`src/rtl/ps2_pkg.sv`:
```
// rtl/ps2_pkg.sv - shared PS/2 types, frame constants and parity helper
package ps2_pkg;

    typedef enum logic [2:0] {
        IDLE,
        INHIBIT,
        REQ,
        SEND,
        ACK,
        WAIT_IDLE,
        DONE,
        ERR
    } tx_state_t;

    localparam int unsigned FRAME_BITS = 10;

    localparam int unsigned DEF_INHIBIT_CYCLES        = 12000;
    localparam int unsigned DEF_START_TIMEOUT_CYCLES  = 1500000;
    localparam int unsigned DEF_PACKET_TIMEOUT_CYCLES = 200000;

    // PS/2 uses odd parity: the bit makes the total count of ones odd
    function automatic logic odd_parity(input logic [7:0] d);
        return ~^d;
    endfunction

endpackage

```
`src/rtl/ps2_sync_edge.sv`:
```
// rtl/ps2_sync_edge.sv - two-flop synchronizer with falling-edge detect
module ps2_sync_edge (
    input  logic clk,
    input  logic resetn,
    input  logic async_in,
    output logic level_out,
    output logic fall_out
);

    logic s1_q, s1_d;
    logic s2_q, s2_d;
    logic prev_q, prev_d;

    // shift the raw line through two stages, keep one more for edge history
    always_comb begin
        s1_d   = async_in;
        s2_d   = s1_q;
        prev_d = s2_q;
    end

    // idle PS/2 lines float high, so reset to 1 to avoid a false edge
    always_ff @(posedge clk) begin
        if (!resetn) begin
            s1_q   <= 1'b1;
            s2_q   <= 1'b1;
            prev_q <= 1'b1;
        end else begin
            s1_q   <= s1_d;
            s2_q   <= s2_d;
            prev_q <= prev_d;
        end
    end

    assign level_out = s2_q;
    assign fall_out  = prev_q & ~s2_q;

endmodule

```
`src/rtl/ps2_tx.sv`:
```
// rtl/ps2_tx.sv - host-to-device PS/2 command transmitter
module ps2_tx
    import ps2_pkg::*;
#(
    parameter int unsigned INHIBIT_CYCLES        = DEF_INHIBIT_CYCLES,
    parameter int unsigned START_TIMEOUT_CYCLES  = DEF_START_TIMEOUT_CYCLES,
    parameter int unsigned PACKET_TIMEOUT_CYCLES = DEF_PACKET_TIMEOUT_CYCLES
) (
    input  logic       clk_in,
    input  logic       rst_in,
    input  logic [7:0] data_in,
    input  logic       valid_in,
    output logic       ready_out,
    input  logic       ps2_clk_in,
    input  logic       ps2_data_in,
    output logic       ps2_clk_oe_out,
    output logic       ps2_data_oe_out,
    output logic       busy_out,
    output logic       done_out,
    output logic       error_out
);

    localparam logic [3:0] LAST_IDX = 4'(FRAME_BITS - 1);

    tx_state_t state_q, state_d;
    logic [31:0] cnt_q, cnt_d;
    logic [31:0] pkt_q, pkt_d;
    logic [3:0]  idx_q, idx_d;
    logic [FRAME_BITS-1:0] frame_q, frame_d;
    logic clk_oe_q, clk_oe_d;
    logic data_oe_q, data_oe_d;
    logic busy_q, busy_d;
    logic ready_q, ready_d;
    logic done_q, done_d;
    logic error_q, error_d;

    logic clk_lvl, clk_fall;
    logic data_lvl, data_fall_unused;
    logic pkt_exp;

    ps2_sync_edge u_clk_sync (
        .clk       (clk_in),
        .resetn    (rst_in),
        .async_in  (ps2_clk_in),
        .level_out (clk_lvl),
        .fall_out  (clk_fall)
    );

    ps2_sync_edge u_data_sync (
        .clk       (clk_in),
        .resetn    (rst_in),
        .async_in  (ps2_data_in),
        .level_out (data_lvl),
        .fall_out  (data_fall_unused)
    );

    assign pkt_exp = (pkt_q >= PACKET_TIMEOUT_CYCLES - 1);

    // host request sequence; timers stop at their limit instead of wrapping
    always_comb begin
        state_d   = state_q;
        cnt_d     = cnt_q;
        pkt_d     = pkt_q;
        idx_d     = idx_q;
        frame_d   = frame_q;
        data_oe_d = data_oe_q;
        case (state_q)
            IDLE: begin
                if (valid_in && ready_q) begin
                    frame_d   = {1'b1, odd_parity(data_in), data_in};
                    cnt_d     = '0;
                    data_oe_d = (INHIBIT_CYCLES <= 32'd1);
                    state_d   = INHIBIT;
                end
            end
            INHIBIT: begin
                if (cnt_q >= INHIBIT_CYCLES - 1) begin
                    cnt_d     = '0;
                    data_oe_d = 1'b1;
                    state_d   = REQ;
                end else begin
                    cnt_d     = cnt_q + 32'd1;
                    // start bit goes out during the final held-clock cycle
                    data_oe_d = (cnt_d == INHIBIT_CYCLES - 1);
                end
            end
            REQ: begin
                if (clk_fall) begin
                    data_oe_d = ~frame_q[0];
                    idx_d     = 4'd1;
                    pkt_d     = '0;
                    state_d   = SEND;
                end else if (cnt_q >= START_TIMEOUT_CYCLES - 1) begin
                    state_d = ERR;
                end else begin
                    cnt_d = cnt_q + 32'd1;
                end
            end
            SEND: begin
                if (pkt_exp) begin
                    state_d = ERR;
                end else begin
                    pkt_d = pkt_q + 32'd1;
                    if (clk_fall) begin
                        data_oe_d = ~frame_q[idx_q];
                        idx_d     = idx_q + 4'd1;
                        if (idx_q == LAST_IDX) begin
                            state_d = ACK;
                        end
                    end
                end
            end
            ACK: begin
                if (pkt_exp) begin
                    state_d = ERR;
                end else begin
                    pkt_d = pkt_q + 32'd1;
                    if (clk_fall) begin
                        state_d = data_lvl ? ERR : WAIT_IDLE;
                    end
                end
            end
            WAIT_IDLE: begin
                if (pkt_exp) begin
                    state_d = ERR;
                end else begin
                    pkt_d = pkt_q + 32'd1;
                    if (clk_lvl && data_lvl) begin
                        state_d = DONE;
                    end
                end
            end
            DONE:    state_d = IDLE;
            ERR:     state_d = IDLE;
            default: state_d = IDLE;
        endcase

        // outputs follow the state being entered so they are registered
        if (state_d inside {IDLE, ACK, WAIT_IDLE, DONE, ERR}) begin
            data_oe_d = 1'b0;
        end
        clk_oe_d = (state_d == INHIBIT);
        busy_d   = (state_d != IDLE);
        ready_d  = (state_d == IDLE);
        done_d   = (state_d == DONE);
        error_d  = (state_d == ERR);
    end

    // state and output registers; reset releases both lines at once
    always_ff @(posedge clk_in) begin
        if (!rst_in) begin
            state_q   <= IDLE;
            cnt_q     <= '0;
            pkt_q     <= '0;
            idx_q     <= '0;
            frame_q   <= '0;
            clk_oe_q  <= 1'b0;
            data_oe_q <= 1'b0;
            busy_q    <= 1'b0;
            ready_q   <= 1'b1;
            done_q    <= 1'b0;
            error_q   <= 1'b0;
        end else begin
            state_q   <= state_d;
            cnt_q     <= cnt_d;
            pkt_q     <= pkt_d;
            idx_q     <= idx_d;
            frame_q   <= frame_d;
            clk_oe_q  <= clk_oe_d;
            data_oe_q <= data_oe_d;
            busy_q    <= busy_d;
            ready_q   <= ready_d;
            done_q    <= done_d;
            error_q   <= error_d;
        end
    end

    assign ps2_clk_oe_out  = clk_oe_q;
    assign ps2_data_oe_out = data_oe_q;
    assign busy_out        = busy_q;
    assign ready_out       = ready_q;
    assign done_out        = done_q;
    assign error_out       = error_q;

endmodule

```
`config.mk`:
```
export PLATFORM = sky130hd
export DESIGN_NAME = ps2_tx
export DESIGN_NICKNAME = d
export VERILOG_FILES = /design/src/rtl/ps2_pkg.sv /design/src/rtl/ps2_sync_edge.sv /design/src/rtl/ps2_tx.sv
export SDC_FILE = /design/constraint.sdc
export NUM_CORES = 1
export LEC_CHECK = 0
export ABC_CLOCK_PERIOD_IN_PS = 2430
export CORE_UTILIZATION = 55
export CTS_CLUSTER_DIAMETER = 40
export DETAILED_ROUTE_END_ITERATION = 10
export GPL_ROUTABILITY_DRIVEN = 0
export PLACE_DENSITY = 0.76
export SLEW_MARGIN = 10
export SYNTH_ARGS = -nofsm -noshare
export SYNTH_HDL_FRONTEND = slang
export SYNTH_SLANG_ARGS = --single-unit
```
`constraint.sdc`:
```
create_clock -name clk_in -period 2.43 [get_ports clk_in]
set_input_delay 0.243 -clock clk_in [delete_from_list [all_inputs] [get_ports clk_in]]
set_output_delay 0.243 -clock clk_in [all_outputs]
set_load 0.005 [all_outputs]
```
Word level (Yosys, flattened, before mapping). Index checks and enable logic that the tools add are counted.

Add/subtract/negate cells: 3. $lt $le $gt $ge: 4. Equal/unequal tests: 21. Multiplexer cells: 33. Bitwise logic cells: 5. Reductions and logical operators: 19.

Operator list (count): two-way mux 32 bit (6); one-hot mux 32 bit (3 select lines) (1); adder 32 x 1 -> 32 bit (second input constant) (2); one-hot mux 32 bit (2 select lines) (1); two-way mux 3 bit (11); equality test 32 x 14 -> 1 bit (second input constant) (1); greater-or-equal comparator 32 x 14 -> 1 bit (second input constant) (1); greater-or-equal comparator 32 x 18 -> 1 bit (second input constant) (1); greater-or-equal comparator 32 x 21 -> 1 bit (second input constant) (1); equality test 3 bit (second input constant) (8); one-hot mux 3 bit (7 select lines) (1); != test 2 bit (second input constant) (7); two-way mux 4 bit (3); one-hot mux 4 bit (2 select lines) (1); AND reduction 4 bit (2); XNOR reduction 8 bit (1); equality test 3 x 1 -> 1 bit (second input constant) (2); equality test 3 x 2 -> 1 bit (second input constant) (2); logical NOT 3 bit (2); two-way mux 1 bit (6); nonzero test 3 bit (2); < comparator 4 x 5 -> 1 bit (second input constant) (1); AND reduction 5 bit (1); nonzero test 5 bit (1); other kinds (14) (20).

Flip-flop bits (word level): 92. Bits of input ports: 13. Output and inout bits: 6. Word-level logic and storage cells: 101.

Logic depth before layout (Yosys ltp). Gate-level depths: netlist of run 1.

Depth after elaboration: 8. Gate-level depth with buffers: 11. Gate-level depth less buffers: 8.

By module. From an unflattened synthesis of run 1, not the netlist that was laid out.

Cell total of the unflattened synthesis: 605. Area, all modules: 5044.8 µm².

Modules (own cells, without submodules): ps2_tx (instances 1, cells an instance 591, area each 4874.7 µm², sequential area each 1741.7 µm²); ps2_sync_edge (instances 2, cells an instance 7, area each 85.1 µm², sequential area each 60.1 µm²).

Worst setup path after synthesis of run 1. Ideal clock, no wire load.

Path kind: register -> register. Start point: register cnt_q[0]. End point: register cnt_q[14]. Library setup time: 71 ps. Arrival time: 2603 ps. Required time: 2359 ps. Setup slack: -243 ps. Stages on the path, launching flop included: 12. Path buffers: 3. Clock period less this slack: 2673 ps. Cells stage by stage: dfxtp_1 -> ha_1 -> buf_2 -> nand3_2 -> buf_4 -> o21ai_1 -> a2111o_1 -> a21o_1 -> a211o_1 -> buf_2 -> or4_1 -> a21oi_1.

Longest elaborated chain between the ends: 4. Elaborated cells on any way between the ends: 9. Those cells by class: add/sub (1); order compare (2); eq/ne (1); mux (4); reduce/logical (1).

Ends and longest elaborated chain: start: declaration (line ps2_tx.sv:26) `logic [31:0] cnt_q, cnt_d;`; start signal: assignment (line ps2_tx.sv:165) `cnt_q <= cnt_d;`; adder 32 x 1 -> 32 bit (line ps2_tx.sv:82, ps2_tx.sv:96); two-way mux 32 bit (line ps2_tx.sv:93) `end else if (cnt_q >= START_TIMEOUT_CYCLES - 1) begin`; two-way mux 32 bit (line ps2_tx.sv:88) `if (clk_fall) begin`; one-hot mux 32 bit (3 select lines) (line ps2_tx.sv:67) `case (state_q)`.

Parallel ways exist; a longest one is shown, timed or not. The select of a mux whose other input is x is not followed. A chain may end at the register's enable or synchronous reset.

Worst setup path in the final report of run 1.
Start point: register cnt_q[9]. End point: register data_oe_q, in the netlist ps2_data_oe_out.

Longest elaborated chain between the ends: 7. Elaborated cells on any way between the ends: 17. Those cells by class: add/sub (1); order compare (2); eq/ne (5); mux (6); reduce/logical (3).

Ends and longest elaborated chain: greater-or-equal comparator 32 x 21 -> 1 bit (line ps2_tx.sv:93); two-way mux 3 bit (line ps2_tx.sv:93); two-way mux 3 bit (line ps2_tx.sv:88); one-hot mux 3 bit (7 select lines) (line ps2_tx.sv:67); equality test 3 bit / logical NOT 3 bit (equally long branches) (line ps2_tx.sv:139) `if (state_d inside {IDLE, ACK, WAIT_IDLE, DONE, ERR}) begin`; nonzero test 5 bit (line ps2_tx.sv:139); OR reduction 2 bit (no source line); end signal: assignment (line ps2_tx.sv:170) `data_oe_q <= data_oe_d;`; end: declaration (line ps2_tx.sv:31) `logic data_oe_q, data_oe_d;`.

Parallel ways exist; a longest one is shown, timed or not.

==> reports/summary.md, run 1 <==
After clock tree synthesis, the clock-pin slew on the worst setup and hold paths is 0.10 ns. The logs give 14,000 microns for the sum of routed wire length over all layers and 0 for the number of hold violations in the final report. Yosys instantiated no cell more often than sky130_fd_sc_hd__dfxtp_1.

The run gives 5,205 as the number of vias in the routed layout. The number of nets in the synthesized netlist is 624. TritonCTS built the clock tree. The number of antenna violations at the first check in global routing was 0; the number of sinks on the clock net was 92. The synthesized design contains 92 register bits. Dividing total power by cell area gives a power density of 445 nW/um^2. In this run the clock root is driven by a sky130_fd_sc_hd__clkbuf_8. For the half-perimeter wire length of the detailed placement result, the log shows 9230 microns.

Ranked by instance count, the synthesized netlist is headed by 92 x sky130_fd_sc_hd__dfxtp_1, 64 x sky130_fd_sc_hd__nor2_1, 57 x sky130_fd_sc_hd__nand2_1. The design draws 0.00290 W. Setup violations remaining at the end of the flow were counted as 9. The number of flops mapped to enable cells by yosys was 0. The first detailed-routing pass took 6 iterations. The final reports fail on setup timing. The worst setup path is captured at a register. Entering global routing, the biggest net connects 32 pins.

The synthesis warning total is 0. The initialized floorplan defines 34 standard-cell rows. For the clock latency at the later pin of the worst-skew pair, the log shows 0.36 ns. From bottom edge to top edge, the die measures 97.0 microns. For this block, the initial DRC count from the detailed router was 451. The effective utilization at floorplan was 0.569. The fraction of the yosys area taken by sequential cells came out at 0.371.

Startpoint kind of the worst setup timing path: a register. At the worst endpoint, the arrival time is 2.78 ns. The tools report the boundary pin count as 19. The run gives 0.658 as the relative slew slack. The fraction of registers with async set/reset was 0. Data on the critical path is required at its endpoint by 2.68 ns.

After detailed routing, the number of vias per cell comes to 6.26. The type of the most critical hold path is reg2reg. The tools report the worst-case setup margin in the final layout as -0.0988 ns. For the die outline area, the log shows 9410 sq um.

Clock tree synthesis inserted a total of 9 buffers. Relative to the synthesized area, the layout overhead comes to 31.4%. The wire length per cell after detailed routing was 16.8 microns. Dividing the synthesized area by the synthesized cell count gives 8.19 sq um.

The leakage power summed over all cells came out at 2.51 nW. The number of H-tree levels was 3; the layout cell share with drive strength beyond 1 was 0.275. The final period demand of the worst path was 2.53 ns.

Share of the synthesized area in the top cell type: 0.371. IR analysis of the VDD net gives a maximum drop of 0.381 mV. The flow ran to the end, but the final reports show violations.

Timing analysis after detailed placement gives a worst setup slack of -0.138 ns. In this run the worst path has a maximum fanout of 10. The placeable core area is 8720 sq um, and the number of port buffers is 18. Sorting the synthesized cells by area gives the leading types as sky130_fd_sc_hd__dfxtp_1 37%, sky130_fd_sc_hd__nor2_1 4.8%, sky130_fd_sc_hd__a21oi_1 4.4%.

For the residual antenna-violating net count after detailed routing, the log shows 0. The kind of critical path is reg2reg. The synthesized design spends more area on one cell type than any other, namely sky130_fd_sc_hd__dfxtp_1.

In this run the horizontal extent of the chip is 97.0 microns. The longest clock path from root to sink contains 2 buffers. The number of diodes is 0, and the final layout net count is 738.

Synthesis handed over a netlist of 606 instances. The most used flip-flop cell after synthesis is sky130_fd_sc_hd__dfxtp_1. The first global-routing pass estimated 22,400 microns of wire.

The netlist uses 69 different library cells. The via count of the first global-routing pass is 4,793. Derived from the worst setup path, the maximum achievable clock frequency is 395 MHz.

Counting the fill cells in the layout gives 559. The final-report max-slew violation count was 0; the total grt overflow was 0. The slew at the pin closest to its max-slew limit is 0.509 ns.

For this run, design rule violations remaining after detail routing come to 0. The part of the cycle the worst path needs is 1.04, and the max-cap check violation count is 0. For the total global routing track utilization, the log shows 0.285. Setup repair after global routing could not meet its margin everywhere. Summing every instance area after synthesis gives 4960 sq um. The worst-case clock skew was 0.0151 ns.
cell usage in the layout (no fill, tap or decap), types with 6 or more instances in the layout:
cell	instances
sky130_fd_sc_hd__xor2_1	19
sky130_fd_sc_hd__buf_4	119
sky130_fd_sc_hd__nor4_2	6
sky130_fd_sc_hd__nor4_1	7
sky130_fd_sc_hd__nand4_1	15
sky130_fd_sc_hd__clkbuf_8	10
sky130_fd_sc_hd__nor3_1	8
sky130_fd_sc_hd__xnor2_1	16
sky130_fd_sc_hd__inv_1	8
sky130_fd_sc_hd__and4_1	6
sky130_fd_sc_hd__a31oi_1	16
sky130_fd_sc_hd__nor2_1	64
sky130_fd_sc_hd__nand3_1	25
sky130_fd_sc_hd__or3_1	10
sky130_fd_sc_hd__dfxtp_1	80
sky130_fd_sc_hd__dfxtp_2	10
sky130_fd_sc_hd__and3_1	21
sky130_fd_sc_hd__nand2_1	57
sky130_fd_sc_hd__o21ai_0	22
sky130_fd_sc_hd__a21oi_1	42
sky130_fd_sc_hd__clkdlybuf4s50_1	18
sky130_fd_sc_hd__nor2b_1	9
sky130_fd_sc_hd__nand2b_1	14
worst paths after layout:
path / end / slack [ns] / depth (start not counted) / start
worst min register to register: u_data_sync.level_out / 0.42 / 1 / u_data_sync.s1_q
worst min-delay path: u_data_sync.level_out / 0.42 / 1 / u_data_sync.s1_q
worst max-delay path: ps2_data_oe_out / -0.1 / 9 / cnt_q[9]
worst max register to register: ps2_data_oe_out / -0.1 / 9 / cnt_q[9]
per-layer routing:
metal / global-route usage / share of wire
met2: 0.476 / 0.48
met4: 0.0907 / 0.024
met5: 0 / 0
met3: 0.0549 / 0.067
met1: 0.370 / 0.42
sequential cells by signal, indices dropped and copies added, names as in the netlist:
register / flops
done_out: 1
cnt_q: 32
busy_out: 1
u_data_sync.level_out: 1
state_q: 3
error_out: 1
u_clk_sync.prev_q: 1
frame_q: 10
ps2_clk_oe_out: 1
u_clk_sync.s1_q: 1
pkt_q: 32
ps2_data_oe_out: 1
u_data_sync.s1_q: 1
u_clk_sync.level_out: 1
idx_q: 4
ready_out: 1
where the power goes:
part | internal, W | switching (W)
sequential | 0.00153 | 0.0000159
combinational | 0.000128 | 0.000165
clock | 0.000502 | 0.000561
final cells by class:
type	count	area [sq um]	area share
multi-input cells	467	3150	0.483
flip-flops and latches	92	1860	0.285
repair buffers	142	1150	0.176
clock buffers	10	138	0.0211
well taps	108	135	0.0207
clock inverters	5	61.3	0.00940
inverters	8	30.0	0.00460
through the flow:
stage	util	area (sq um)	cells	hold slack, ns	setup TNS, ns
after global routing	0.748	6520	832	0.426	-2.26
after floorplan	-	5000	606	0.316	-0.446
after detailed placement	0.689	6000	808	0.398	-1.03
after global placement	0.689	6000	808	0.393	-0.526
final	0.748	6520	832	0.424	-0.433
after CTS	0.728	6350	829	0.419	-0.273
cell families (layout without fill, tap and decap cells):
logic type,after synthesis,count (layout),synth area share
buf+inv,47,165,0.0436
compound gates,134,134,0.180
mux,8,8,0.0214
flops,92,92,0.371
simple gates,285,285,0.310
xor+xnor,35,35,0.0618
fa+ha+maj,5,5,0.0126
worst max-delay path: stages, from the launching register on:
cell and delay [ns]:
sky130_fd_sc_hd__dfxtp_1 0.36, sky130_fd_sc_hd__buf_4 0.18, sky130_fd_sc_hd__nand4_1 0.20, sky130_fd_sc_hd__or3_4 0.40, sky130_fd_sc_hd__buf_4 0.15, sky130_fd_sc_hd__nor3_1 0.20, sky130_fd_sc_hd__o21bai_1 0.11, sky130_fd_sc_hd__a221oi_2 0.26
sky130_fd_sc_hd__nand4_1 0.18, sky130_fd_sc_hd__a2111oi_2 0.38
repair_timing:
| action | CTS | global route |
|---|---|---|
| endpoints found under the setup margin | 26 | 38 |
| pin swaps | 9 | 18 |
| buffers inserted | 6 | 3 |
| hold buffers | 0 | 0 |
| resized for setup | 20 | 33 |
No activity file was read; power rests on OpenSTA's default activity.
==> inputs of run 2 (changes only) <==
- CAP_MARGIN: unset -> 25
==> results of run 2 <==
Same layout as run 1: the final DEF is identical, and so are final timing and power.
==> inputs of run 3 (changes only) <==
- CORE_MARGIN: unset -> 2
==> run 3 against run 2 <==
Compared with the run above:
- the flow still finishes with violations (setup timing)
- final cell count rose by 0.36%
- worst hold slack worse by 0.0033 ns
- clock power is essentially flat
- critical endpoint unchanged
- largest cell class unchanged
==> reports/summary.md, run 3 (same netlist as run 1, synthesis figures left out) <==
For the pin count of the biggest net entering global routing, the log shows 32 (unchanged). In this run the worst hold path is classified as reg2reg. The logs give 2.69 ns (about the same) for the required time of the critical path and 4,984 (+4.0%) for the via count of the first global-routing pass. Setup repair after global routing could not meet its margin everywhere. The number of cells on the worst reg-to-reg path works out to 9 (unchanged). The boundary pin count came out at 19 (unchanged).

The library cells used most frequently in the layout, excluding fill and tap cells, are 118 x sky130_fd_sc_hd__buf_4, 79 x sky130_fd_sc_hd__dfxtp_1, 63 x sky130_fd_sc_hd__nor2_1, 56 x sky130_fd_sc_hd__nand2_1, 37 x sky130_fd_sc_hd__a21oi_1. Highest attainable clock frequency: 386 MHz (-2.3%). TritonCTS built the clock tree. The sequential fraction of design power came out at 0.539 (+0.006). The total global routing track utilization is 0.276 (-0.00865). Number of setup violations in the final report: 38 (+29).

The startpoint identified for the worst hold timing path is u_data_sync.s1_q. STA classifies the critical path endpoint as a register. The proportion of total power due to net switching is 0.279 (+0.0232). For the post-route DRC violation count, the log shows 0 (unchanged).

The endpoint identified for the worst register-to-register timing path is ps2_data_oe_out. Violation count after the first detailed-routing iteration: 421 (-6.7%). The internal portion of total power was 0.00207 W (-4.2%); the placeable core area was 8720 sq um (unchanged).

The number of diodes came out at 0 (unchanged). Clock-pin slew of the registers on the worst-case setup and hold paths: 0.11 ns (about the same). The net switching component of the power came out at 0.000801 W (+7.8%).

The logs give 0.102 (about the same) for the part of the power in combinational logic and 9370 microns (+1.5%) for the half-perimeter wire length of the detailed placement result. The sum of routed wire length over all layers is 14,600 microns (+4.6%). For hold timing, the worst endpoint is u_data_sync.level_out. The vias per cell was 6.29 (+0.54%). Leaving out fill and tap cells, the most frequent cell in the layout is sky130_fd_sc_hd__buf_4.

The wire length per cell after detailed routing works out to 17.5 microns (+4.2%). The checks that failed: setup timing. Cell count of the worst hold path: 1 (unchanged). The die span in y works out to 99.0 microns (+2.1%). The number of port buffers is 18 (unchanged). The number of placement rows is 34 (unchanged). In this run the critical register-to-register path is launched from cnt_q[9]. Startpoint kind of the worst setup timing path: a register. The number of sinks on the clock net came out at 92 (unchanged). The count of hold-fix buffers inserted at cts is 0 (unchanged), and the total grt overflow is 0 (unchanged). The layout cell share with drive strength beyond 1 is 0.312 (+0.0374). The tools report the data arrival time of the critical path as 2.85 ns (+0.07 ns).

The most critical setup path has its startpoint at cnt_q[9]. The number of buffers created by CTS came out at 9 (unchanged). The number of vias in the routed layout was 5,252 (+0.90%); the part of the cycle the worst path needs was 1.07 (+0.0247). The clock network fraction of total power was 0.359 (-0.007); the maximum net fanout on the critical path was 10 (unchanged). The total power per unit cell area is 430 nW/um^2 (-3.5%). The run gives -2.66 ns (-2.22 ns) as the setup TNS. The relative slew slack is 0.634 (-0.0239), and the die width is 99.0 microns (+2.1%).

The max-cap check violation count is 0 (unchanged), and the global-route wire length before repair is 22,700 microns (+1.3%). The run gives 0.00287 W (-1.1%) as the final total power. For the number of antenna violations at the first check in global routing, the log shows 0 (unchanged). The clock latency at the later pin of the worst-skew pair came out at 0.37 ns (about the same). For the maximum resistive drop on vdd, the log shows 0.429 mV (+12%). The effective utilization at floorplan was 0.569 (unchanged). The largest registers in the layout are cnt_q (32), pkt_q (32), frame_q (10). The final period demand of the worst path is 2.59 ns (+0.0601 ns). Residual antenna-violating net count after detailed routing: 0 (unchanged). The run gives 2 (unchanged) as the maximum buffer depth of the clock tree. Clock tree synthesis selected as its root buffer the cell sky130_fd_sc_hd__clkbuf_8. The die outline area is 9800 sq um (+4.2%).

The final-report max-slew violation count was 0 (unchanged); the number of H-tree levels was 3 (unchanged). Leakage power summed over all cells: 2.55 nW (+1.8%). The worst-case clock skew is 0.0173 ns (+0.00212 ns), and the number of hold violations in the final report is 0 (unchanged). From synthesis to final layout, the design area changed by 34.6%. The number of iterations in the first detailed-routing pass came out at 5 (-1). The run finished, with violations left.

The tools report the worst-case setup margin in the final layout as -0.159 ns (-0.0601 ns). The critical path is of the reg2reg type. The flop-to-flop setup slack was -0.16 ns (-0.06 ns); the slew at the pin closest to its max-slew limit was 0.544 ns (+0.0348 ns). The run gives 740 (+0.27%) as the final layout net count.
-- run 3: cell count changes in the layout (fill, tap and decap cells not counted), moves of 3 or more --
cell and delta:
sky130_fd_sc_hd__a21oi_1 -5, sky130_fd_sc_hd__a21oi_2 +5, sky130_fd_sc_hd__clkinvlp_4 -3, sky130_fd_sc_hd__nor4_2 +3, sky130_fd_sc_hd__or4_1 -3, sky130_fd_sc_hd__or4_4 +3
-- run 3: routing by layer --
| layer | vias to the layer above | wire length, microns | track usage |
|---|---|---|---|
| met2 | 259 | 7000 | 0.451 |
| li1 | 2443 | - | - |
| met4 | 0 | 467 | 0.0811 |
| met5 | - | 0 | 0 |
| met3 | 59 | 1090 | 0.0504 |
| met1 | 2491 | 6050 | 0.375 |
-- run 3: worst max-delay path: stages, from the launching register on --
cell and delay [ns]:
sky130_fd_sc_hd__dfxtp_1 0.34, sky130_fd_sc_hd__buf_4 0.17, sky130_fd_sc_hd__nand4_1 0.24, sky130_fd_sc_hd__or3_4 0.43, sky130_fd_sc_hd__buf_4 0.16, sky130_fd_sc_hd__o31ai_1 0.28, sky130_fd_sc_hd__nor2_1 0.14, sky130_fd_sc_hd__a221oi_2 0.20
sky130_fd_sc_hd__nand4_1 0.17, sky130_fd_sc_hd__a2111oi_2 0.37
-- run 3: layout make-up --
cell class / instances / area, sq um
clock inverter: 7 / 76.3
fill: 572 / 2040
tap: 108 / 135
multi-input combinational: 467 / 3270
inverter: 8 / 30.0
timing repair buffer: 144 / 1180
clock buffer: 9 / 124
sequential: 92 / 1860
-- run 3: power by group through the flow --
stage | Sequential (W) | Combinational, W | Clock [W]
after detailed placement | 0.00158 | 0.000272 | 0
after global placement | 0.00158 | 0.000262 | 0
final | 0.00155 | 0.000293 | 0.00103
after global routing | 0.00155 | 0.000319 | 0.00110
after CTS | 0.00155 | 0.000275 | 0.00104
after floorplan | 0.00158 | 0.000160 | 0
-- run 3: what timing repair did --
item	CTS	global route
cloned	0	2
pin swaps	9	37
resized for setup	18	62
setup buffers	3	9
endpoints found under the setup margin	25	35
-- run 3: metrics by stage --
step | hold slack (ns) | setup slack, ns | std cells | area (sq um) | util
2_1_floorplan | 0.316 | -0.0771 | 606 | 5000 | -
3_3_place_gp | 0.388 | -0.133 | 805 | 5980 | 0.686
3_5_place_dp | 0.398 | -0.197 | 805 | 5980 | 0.686
4_1_cts | 0.417 | -0.0543 | 824 | 6300 | 0.723
5_1_grt | 0.439 | -0.259 | 835 | 6680 | 0.766
6_report | 0.421 | -0.159 | 835 | 6680 | 0.766
-- run 3: worst max-delay path by stage --
stage | end | depth (start not counted)
after floorplan | cnt_q[8] | 11
after global placement | ps2_data_oe_out | 10
after detailed placement | ps2_data_oe_out | 7
after CTS | cnt_q[14] | 9
after global routing | ps2_data_oe_out | 9
final | ps2_data_oe_out | 9
